[config.mk]
export PLATFORM = sky130hd
export DESIGN_NAME = spi_aes_frame_ctrl_flat
export DESIGN_NICKNAME = d
export VERILOG_FILES = /design/src/rtl/spi_aes_frame_ctrl_pkg.sv /design/src/rtl/spi_aes_frame_ctrl_if.sv /design/src/rtl/spi_aes_frame_ctrl_spi_word_sequencer.sv /design/src/rtl/spi_aes_frame_ctrl.sv /design/src/flat_wrapper.sv
export SDC_FILE = /design/constraint.sdc
export NUM_CORES = 1
export LEC_CHECK = 0
export ABC_AREA = 0
export CORE_UTILIZATION = 39
export DETAILED_ROUTE_END_ITERATION = 8
export PLACE_DENSITY = 0.67
export SYNTH_ARGS = -nofsm -noshare
export SYNTH_HDL_FRONTEND = slang
export SYNTH_SLANG_ARGS = --single-unit
[constraint.sdc]
create_clock -name i_clk -period 38.2 [get_ports i_clk]
set_clock_uncertainty 0.05 [all_clocks]
set_input_delay 5.73 -clock i_clk [delete_from_list [all_inputs] [get_ports i_clk]]
set_output_delay 5.73 -clock i_clk [all_outputs]
set_load 0.05 [all_outputs]
[src/rtl/spi_aes_frame_ctrl_pkg.sv]
// Shared definitions for the SPI-to-AES frame controller: widths, state
// encodings and word slot helpers (MSW-first word order).
package spi_aes_frame_ctrl_pkg;
    localparam int WORD_W      = 16;
    localparam int WORDS       = 8;
    localparam int BLOCK_W     = 128;
    localparam int AES_TIMEOUT = 64;
    localparam int TMO_W       = $clog2(AES_TIMEOUT + 1);
    localparam int CNT_W       = 3;

    typedef enum logic [2:0] {
        ST_IDLE,
        ST_RX_KEY,
        ST_RX_DATA,
        ST_START,
        ST_WAIT_AES,
        ST_TX
    } state_t;

    // Word k of a 128-bit operand; word 0 is the most significant.
    function automatic logic [WORD_W-1:0] word_of(input logic [BLOCK_W-1:0] v,
                                                  input logic [CNT_W-1:0]   k);
        return WORD_W'(v >> (WORD_W * (WORDS - 1 - int'(k))));
    endfunction

    // Replace word k of a 128-bit operand, leaving the other slots intact.
    function automatic logic [BLOCK_W-1:0] set_word(input logic [BLOCK_W-1:0] v,
                                                    input logic [CNT_W-1:0]   k,
                                                    input logic [WORD_W-1:0]  w);
        int                 sh;
        logic [BLOCK_W-1:0] m;
        sh = WORD_W * (WORDS - 1 - int'(k));
        m  = {{(BLOCK_W-WORD_W){1'b0}}, {WORD_W{1'b1}}} << sh;
        return (v & ~m) | ({{(BLOCK_W-WORD_W){1'b0}}, w} << sh);
    endfunction
endpackage

[src/rtl/spi_aes_frame_ctrl_if.sv]
// Bus bundle between the frame controller, the SPI slave and the AES core.
// Names are from the controller's point of view (i_ = into it, o_ = out of it).
interface spi_aes_frame_ctrl_if;
    import spi_aes_frame_ctrl_pkg::*;

    logic               i_cs_n;
    logic [WORD_W-1:0]  i_slv_data_out;
    logic               i_slv_done;
    logic [WORD_W-1:0]  o_slv_data_in;
    logic               o_slv_data_valid;
    logic [BLOCK_W-1:0] o_aes_key;
    logic [BLOCK_W-1:0] o_aes_block;
    logic               o_aes_start;
    logic [BLOCK_W-1:0] i_aes_result;
    logic               i_aes_done;
    logic               o_busy;
    logic               o_frame_err;

    modport slave (
        input  i_cs_n, i_slv_data_out, i_slv_done, i_aes_result, i_aes_done,
        output o_slv_data_in, o_slv_data_valid, o_aes_key, o_aes_block,
               o_aes_start, o_busy, o_frame_err
    );

    modport master (
        output i_cs_n, i_slv_data_out, i_slv_done, i_aes_result, i_aes_done,
        input  o_slv_data_in, o_slv_data_valid, o_aes_key, o_aes_block,
               o_aes_start, o_busy, o_frame_err
    );
endinterface

[src/rtl/spi_aes_frame_ctrl_spi_word_sequencer.sv]
// Word-event generator and 3-bit word counter shared by the RX and TX phases.
// The event strobe is one cycle behind the detected slv_done rise so the
// slave's data word has settled before it is captured.
module spi_word_sequencer
    import spi_aes_frame_ctrl_pkg::*;
(
    input  logic             i_clk,
    input  logic             i_rst,
    input  logic             i_slv_done,
    input  logic             i_cnt_clr,
    input  logic             i_cnt_en,
    output logic             o_evt,
    output logic [CNT_W-1:0] o_cnt
);
    logic             r_done_d;
    logic             r_evt;
    logic [CNT_W-1:0] r_cnt;

    // Rising-edge detect on slv_done, registered into a one-cycle strobe.
    always_ff @(posedge i_clk or posedge i_rst) begin
        if (i_rst) begin
            r_done_d <= 1'b0;
            r_evt    <= 1'b0;
        end else begin
            r_done_d <= i_slv_done;
            r_evt    <= i_slv_done & ~r_done_d;
        end
    end

    // Word counter: clear wins; otherwise count only events the FSM accepts.
    always_ff @(posedge i_clk or posedge i_rst) begin
        if (i_rst)                  r_cnt <= '0;
        else if (i_cnt_clr)         r_cnt <= '0;
        else if (r_evt && i_cnt_en) r_cnt <= r_cnt + 1'b1;
    end

    assign o_evt = r_evt;
    assign o_cnt = r_cnt;
endmodule

[src/rtl/spi_aes_frame_ctrl.sv]
// Frames SPI slave words into AES operands: 8 key words, 8 plaintext words,
// one start pulse, wait for the core (with timeout), then stream 8 result words.
// A cs_n rise outside IDLE aborts the frame and raises the sticky frame_err.
module spi_aes_frame_ctrl
    import spi_aes_frame_ctrl_pkg::*;
(
    input  logic                  i_clk,
    input  logic                  i_rst,
    spi_aes_frame_ctrl_if.slave   bus
);
    state_t             r_state;
    logic               r_cs_d;
    logic               r_cs_rise;
    logic [BLOCK_W-1:0] r_key;
    logic [BLOCK_W-1:0] r_block;
    logic [BLOCK_W-1:0] r_result;
    logic [WORD_W-1:0]  r_data_in;
    logic               r_valid;
    logic               r_start;
    logic               r_ferr;
    logic [TMO_W-1:0]   r_tmo;

    logic               w_evt;
    logic [CNT_W-1:0]   w_cnt;
    logic               w_abort;
    logic               w_cnt_en;
    logic               w_cnt_clr;
    logic               w_last;

    // cs_n rise is delayed one cycle to line up with the word-event strobe,
    // so a coincident rise and word event land on the same FSM cycle.
    assign w_abort   = r_cs_rise && (r_state != ST_IDLE);
    assign w_cnt_en  = (r_state == ST_RX_KEY) || (r_state == ST_RX_DATA) || (r_state == ST_TX);
    assign w_last    = w_evt && (w_cnt == CNT_W'(WORDS - 1));
    assign w_cnt_clr = w_abort || !w_cnt_en || (w_cnt_en && w_last);

    spi_word_sequencer u_seq (
        .i_clk      (i_clk),
        .i_rst      (i_rst),
        .i_slv_done (bus.i_slv_done),
        .i_cnt_clr  (w_cnt_clr),
        .i_cnt_en   (w_cnt_en),
        .o_evt      (w_evt),
        .o_cnt      (w_cnt)
    );

    // Frame FSM with registered outputs; abort takes priority over any word event.
    always_ff @(posedge i_clk or posedge i_rst) begin
        if (i_rst) begin
            r_state   <= ST_IDLE;
            r_cs_d    <= 1'b1;
            r_cs_rise <= 1'b0;
            r_key     <= '0;
            r_block   <= '0;
            r_result  <= '0;
            r_data_in <= '0;
            r_valid   <= 1'b0;
            r_start   <= 1'b0;
            r_ferr    <= 1'b0;
            r_tmo     <= '0;
        end else begin
            r_cs_d    <= bus.i_cs_n;
            r_cs_rise <= bus.i_cs_n & ~r_cs_d;
            r_start   <= 1'b0;
            if (w_abort) begin
                r_state   <= ST_IDLE;
                r_ferr    <= 1'b1;
                r_valid   <= 1'b0;
                r_data_in <= '0;
            end else begin
                case (r_state)
                    ST_IDLE: begin
                        r_valid   <= 1'b0;
                        r_data_in <= '0;
                        if (!bus.i_cs_n) begin
                            r_state <= ST_RX_KEY;
                            r_valid <= 1'b1;
                        end
                    end
                    ST_RX_KEY: begin
                        r_valid   <= 1'b1;
                        r_data_in <= '0;
                        if (w_evt) begin
                            r_key <= set_word(r_key, w_cnt, bus.i_slv_data_out);
                            if (w_cnt == '0) r_ferr  <= 1'b0;
                            if (w_last)      r_state <= ST_RX_DATA;
                        end
                    end
                    ST_RX_DATA: begin
                        r_valid   <= 1'b1;
                        r_data_in <= '0;
                        if (w_evt) begin
                            r_block <= set_word(r_block, w_cnt, bus.i_slv_data_out);
                            if (w_last) begin
                                r_state <= ST_START;
                                r_start <= 1'b1;
                                r_valid <= 1'b0;
                            end
                        end
                    end
                    ST_START: begin
                        r_valid <= 1'b0;
                        r_tmo   <= '0;
                        r_state <= ST_WAIT_AES;
                    end
                    ST_WAIT_AES: begin
                        r_valid <= 1'b0;
                        if (bus.i_aes_done) begin
                            r_result  <= bus.i_aes_result;
                            r_data_in <= word_of(bus.i_aes_result, '0);
                            r_valid   <= 1'b1;
                            r_state   <= ST_TX;
                        end else if (r_tmo == TMO_W'(AES_TIMEOUT - 1)) begin
                            r_ferr  <= 1'b1;
                            r_state <= ST_IDLE;
                        end else begin
                            r_tmo <= r_tmo + 1'b1;
                        end
                    end
                    ST_TX: begin
                        if (w_evt) begin
                            if (w_last) begin
                                r_state   <= ST_IDLE;
                                r_valid   <= 1'b0;
                                r_data_in <= '0;
                            end else begin
                                r_data_in <= word_of(r_result, w_cnt + 1'b1);
                            end
                        end
                    end
                    default: r_state <= ST_IDLE;
                endcase
            end
        end
    end

    assign bus.o_slv_data_in    = r_data_in;
    assign bus.o_slv_data_valid = r_valid;
    assign bus.o_aes_key        = r_key;
    assign bus.o_aes_block      = r_block;
    assign bus.o_aes_start      = r_start;
    assign bus.o_busy           = (r_state != ST_IDLE);
    assign bus.o_frame_err      = r_ferr;
endmodule

[src/flat_wrapper.sv]
// flat-port wrapper written by rule: the top's interface ports become plain ports
module spi_aes_frame_ctrl_flat import spi_aes_frame_ctrl_pkg::*;
  (i_clk, i_rst, bus_i_cs_n, bus_i_slv_data_out, bus_i_slv_done, bus_i_aes_result, bus_i_aes_done, bus_o_slv_data_in, bus_o_slv_data_valid, bus_o_aes_key, bus_o_aes_block, bus_o_aes_start, bus_o_busy, bus_o_frame_err);
  spi_aes_frame_ctrl_if bus_i ();
  input  logic i_clk;
  input  logic i_rst;
  input wire logic [$bits(bus_i.i_cs_n)-1:0] bus_i_cs_n;
  input wire logic [$bits(bus_i.i_slv_data_out)-1:0] bus_i_slv_data_out;
  input wire logic [$bits(bus_i.i_slv_done)-1:0] bus_i_slv_done;
  input wire logic [$bits(bus_i.i_aes_result)-1:0] bus_i_aes_result;
  input wire logic [$bits(bus_i.i_aes_done)-1:0] bus_i_aes_done;
  output wire logic [$bits(bus_i.o_slv_data_in)-1:0] bus_o_slv_data_in;
  output wire logic [$bits(bus_i.o_slv_data_valid)-1:0] bus_o_slv_data_valid;
  output wire logic [$bits(bus_i.o_aes_key)-1:0] bus_o_aes_key;
  output wire logic [$bits(bus_i.o_aes_block)-1:0] bus_o_aes_block;
  output wire logic [$bits(bus_i.o_aes_start)-1:0] bus_o_aes_start;
  output wire logic [$bits(bus_i.o_busy)-1:0] bus_o_busy;
  output wire logic [$bits(bus_i.o_frame_err)-1:0] bus_o_frame_err;
  assign bus_i.i_cs_n = bus_i_cs_n;
  assign bus_i.i_slv_data_out = bus_i_slv_data_out;
  assign bus_i.i_slv_done = bus_i_slv_done;
  assign bus_i.i_aes_result = bus_i_aes_result;
  assign bus_i.i_aes_done = bus_i_aes_done;
  assign bus_o_slv_data_in = bus_i.o_slv_data_in;
  assign bus_o_slv_data_valid = bus_i.o_slv_data_valid;
  assign bus_o_aes_key = bus_i.o_aes_key;
  assign bus_o_aes_block = bus_i.o_aes_block;
  assign bus_o_aes_start = bus_i.o_aes_start;
  assign bus_o_busy = bus_i.o_busy;
  assign bus_o_frame_err = bus_i.o_frame_err;
  spi_aes_frame_ctrl u_core (.i_clk(i_clk), .i_rst(i_rst), .bus(bus_i));
endmodule
==> Flow_metrics.wiki <==
{| class="wikitable"
! Metric !! Value
|-
| Worst Reg2Reg Path Length in Cells || 5
|-
| Total via count after detailed routing || 12800
|-
| Maximum clock frequency || 111 MHz
|-
| Post-CTS Hold Buffers || 0
|-
| Final Wtd Congestion || 0.815
|-
| Width of the die || ~210 microns
|-
| Worst Slack Setup Final || about 29000 ps
|-
| Cell taking the most area after synthesis || sky130_fd_sc_hd__dfrtp_1
|-
| CP Capture Type || asynchronous set/reset pin
|-
| Flop2flop setup slack || between 30000 and 40000 ps
|-
| Fraction of registers with async set/reset || 100%
|-
| Clock H-tree levels || 2
|-
| Syn. warnings || 0
|-
| Required time at the endpoint of the critical path || 38720 ps
|-
| Number of core rows || between 70 and 80
|-
| Max-Slew Margin vs Limit || 12.2%
|-
| DRC viols || 0
|-
| Global routing met2 resource utilization || 40.9%
|-
| Most Used Layer, Global Route || met2
|-
| Arrival time of data at the critical path endpoint || 9530 ps
|-
| Power density over the cells || 54.2 nW/um^2
|-
| Post-CTS Setup Inserts || 0
|-
| # IOs || 425
|-
| Clock insertion delay at the later pin of the skew report || 560 ps
|-
| Total inserted antenna cells || 0
|-
| Setup TNS || 0 ps
|-
| Root buffer cell || sky130_fd_sc_hd__clkbuf_16
|-
| Min Clock Period, post-route || between 9000 and 10000 ps
|-
| Actual transition at the worst max-transition pin || 1310 ps
|-
| Critical path startpoint category || primary input
|-
| Number of distinct library cells after synthesis || 57
|-
| Final worst path period share || 23.6%
|-
| TritonCTS sink count || between 400 and 500
|-
| Largest cells by area after synthesis || sky130_fd_sc_hd__dfrtp_1 62%, sky130_fd_sc_hd__a22o_1 13%, sky130_fd_sc_hd__nand2_1 9.2%, sky130_fd_sc_hd__mux4_2 4.3%, sky130_fd_sc_hd__buf_2 1.4%
|-
| Standard cell area after detailed placement || about 21000 sq um
|-
| Min-delay worst type || register to register
|-
| Met1 demand-to-capacity share in global routing || 32.7%
|-
| Sequential-to-total area share from yosys stat || 62.5%
|-
| Area fraction of the dominant cell type after synthesis || 62.4%
|-
| Reg-to-reg startpoint || u_core.r_state[2]
|-
| Number of inserted filler cells in the final layout || 3537
|-
| Top flip-flop cell by instance count after synthesis || sky130_fd_sc_hd__dfrtp_1
|-
| Max-slew violations || 0
|-
| Total wire length || 54500 microns
|-
| Grt total ovfl || 0
|-
| Cell breakdown of the critical path || clkdlybuf4s50_1 > inv_8 > buf_4 > buf_4 > buf_4
|-
| Maximum VDD drop || 0.0277 mV
|-
| Average routed wire per standard cell || 23.2 microns
|-
| Largest net degree at the start of global routing || 131
|-
| Number of global-route vias before repair || 13000
|-
| Global-route wire length before repair || 82700 microns
|-
| Synthesized cell area || approximately 17000 sq um
|-
| Setup violators final || 0
|-
| Setup repair after global routing missed its margin || no
|-
| Core box area || 42200 sq um
|-
| Initial drt markers || 1190
|-
| Run status || finished, final reports clean
|-
| Share of post-route cells with drive strength above 1 || 8.80%
|-
| Number of antenna violations at the first check in global routing || 1
|-
| Hold Path Origin || u_core.u_seq.r_done_d
|-
| Largest buffer count on any clock path || 3
|-
| Post-Syn Area per Cell || 12.0 sq um
|-
| Initial core utilization || roughly 40%
|-
| Final Hold Viols || 0
|-
| Global Route Usage Sum || 24.9%
|-
| Start-to-end type of the worst setup path || primary input to asynchronous set/reset pin
|-
| Critical path's slowest cell || sky130_fd_sc_hd__buf_4
|-
| Clock tree from TritonCTS || yes
|-
| Flop and latch count out of synthesis || 420
|-
| Number of nets at the end of the flow || just under 2000
|-
| Kind of cell adding the most delay to the critical path || buffers and inverters
|-
| Hold slack final || 347 ps
|-
| Critical-path maximum fanout || 130
|-
| Estimated wirelength of the detail-placed design || 37200 microns
|-
| Die Y || between 200 and 250 microns
|-
| Cell depth of the worst min-delay path || 1
|-
| Die outline area || 43900 sq um
|-
| Fraction of met3 tracks used by global routing || between 5 and 6%
|-
| Port Buf Inserts || 424
|-
| Endpoint with the worst hold slack || u_core.u_seq.o_evt
|-
| Most common cell in the synthesized netlist || sky130_fd_sc_hd__dfrtp_1
|-
| Terminus of the critical flop-to-flop path || u_core.bus.o_slv_data_in[15]
|-
| Stages on worst setup path || 5
|-
| Crit path buffers/inverters || 5
|-
| Number of CTS-inserted buffers || 45
|-
| Instance count of the mapped netlist || 1404
|-
| Number of enable flip-flop cells after synthesis || 0
|-
| Layout area overhead || 36.3%
|-
| Total iterations of the first detailed-routing run || 5
|-
| Peak per-stage delay on the critical path || 880 ps
|-
| Minimum setup slack after placement || 28460 ps
|-
| Leak Pwr || 0.0107 uW
|-
| Worst path most repeated cell || sky130_fd_sc_hd__buf_4
|-
| Cell area after layout || 22900 sq um
|-
| Routed via count divided by cell count || 5.45
|-
| Final core area utilization || a little over half
|-
| Count of antenna-violating nets left after detailed routing || 0
|-
| Clock edge transition at the registers on the reported setup and hold paths || 60 ps
|-
| Number of gates given a new drive strength after cts || 0
|-
| Number of max-cap violations || 0
|-
| Most common library cells after synthesis || 419 x sky130_fd_sc_hd__dfrtp_1, 412 x sky130_fd_sc_hd__nand2_1, 257 x sky130_fd_sc_hd__a22o_1
|-
| Nets in the synthesized netlist || 1560
|}
-- cell type report --
cell class              count  area [sq um]  share of cell area [%]
clock inverters            20           295                    1.29
clock buffers              62          1290                    5.63
repair buffers            434          4320                    18.9
multi-input cells         844          5710                    24.9
flip-flops and latches    420         10500                    45.9
inverters                  27           109                   0.475
well taps                 539           674                    2.94
-- stage by stage --
stage | instances | power (uW)
final | 2346 | 1240
after global routing | 2346 | 1280
after CTS | 2346 | 1250
after detailed placement | 2264 | 787
after global placement | 2264 | 784
after floorplan | 1404 | 679
-- worst reg2reg max path: stages, from the launching register on --
cell,delay [ps]
sky130_fd_sc_hd__dfrtp_1,680
sky130_fd_sc_hd__nor4b_1,750
sky130_fd_sc_hd__and2_4,450
sky130_fd_sc_hd__buf_4,830
sky130_fd_sc_hd__nand2_1,310
sky130_fd_sc_hd__o221ai_2,120
-- power by group --
group	switching, uW	internal, uW	total, uW
sequential	26.3	485	511
clock	185	278	464
combinational	169	97.5	267
total	380	860	1240
-- layout by cell type, fill, tap and decap left out, types with 4 or more instances in the layout --
cell type / n
sky130_fd_sc_hd__nand2_1: 411
sky130_fd_sc_hd__a21oi_1: 8
sky130_fd_sc_hd__nor2_1: 10
sky130_fd_sc_hd__nand3_2: 4
sky130_fd_sc_hd__o21ai_0: 6
sky130_fd_sc_hd__o221ai_1: 6
sky130_fd_sc_hd__clkinv_2: 5
sky130_fd_sc_hd__a22o_1: 257
sky130_fd_sc_hd__ha_1: 6
sky130_fd_sc_hd__mux2i_1: 19
sky130_fd_sc_hd__clkbuf_8: 10
sky130_fd_sc_hd__clkbuf_16: 45
sky130_fd_sc_hd__nor2_2: 12
sky130_fd_sc_hd__nand3_1: 4
sky130_fd_sc_hd__clkdlybuf4s50_1: 424
sky130_fd_sc_hd__mux4_2: 32
sky130_fd_sc_hd__buf_4: 10
sky130_fd_sc_hd__bufinv_16: 6
sky130_fd_sc_hd__dfrtp_1: 418
sky130_fd_sc_hd__nor2b_1: 4
sky130_fd_sc_hd__o221ai_2: 10
sky130_fd_sc_hd__inv_1: 24
sky130_fd_sc_hd__nand2b_1: 4
sky130_fd_sc_hd__clkbuf_1: 7
-- metal layers --
| layer | wire length, microns | part of all wire [%] |
|---|---|---|
| met1 | 22800 | 42 |
| met2 | 26000 | 48 |
| met3 | 4280 | 7.9 |
| met4 | 1430 | 2.6 |
| met5 | 0 | 0 |
-- cells by family after synthesis --
kind of cell	count (synthesis)	synth area share (%)
xor+xnor	1	0.0521
mux	54	5.62
compound gates	306	15.9
buf+inv	140	3.58
fa+ha+maj	7	0.521
flops	420	62.5
simple gates	476	11.8
-- worst max path at each step --
stage	start	endpoint	slack, ps
final	i_rst	u_core.bus.o_aes_block[76]	29190
after global routing	i_rst	u_core.bus.o_aes_block[78]	28570
after CTS	i_rst	u_core.bus.o_aes_block[78]	29080
after detailed placement	i_rst	u_core.bus.o_aes_block[59]	28460
after global placement	i_rst	u_core.bus.o_aes_block[59]	28530
after floorplan	i_rst	u_core.bus.o_aes_block[0]	20730
-- state kept, by name, summed over array words and instances (netlist names) --
name                         flops
u_core.bus.o_aes_block         128
u_core.bus.o_aes_key           128
u_core.r_result                128
u_core.bus.o_slv_data_in        16
u_core.r_tmo                     7
u_core.r_state                   3
u_core.u_seq.o_cnt               3
u_core.bus.o_aes_start           1
u_core.bus.o_frame_err           1
u_core.bus.o_slv_data_valid      1
u_core.r_cs_d                    1
u_core.r_cs_rise                 1
u_core.u_seq.o_evt               1
u_core.u_seq.r_done_d            1
(Power assumes the default switching activity.)
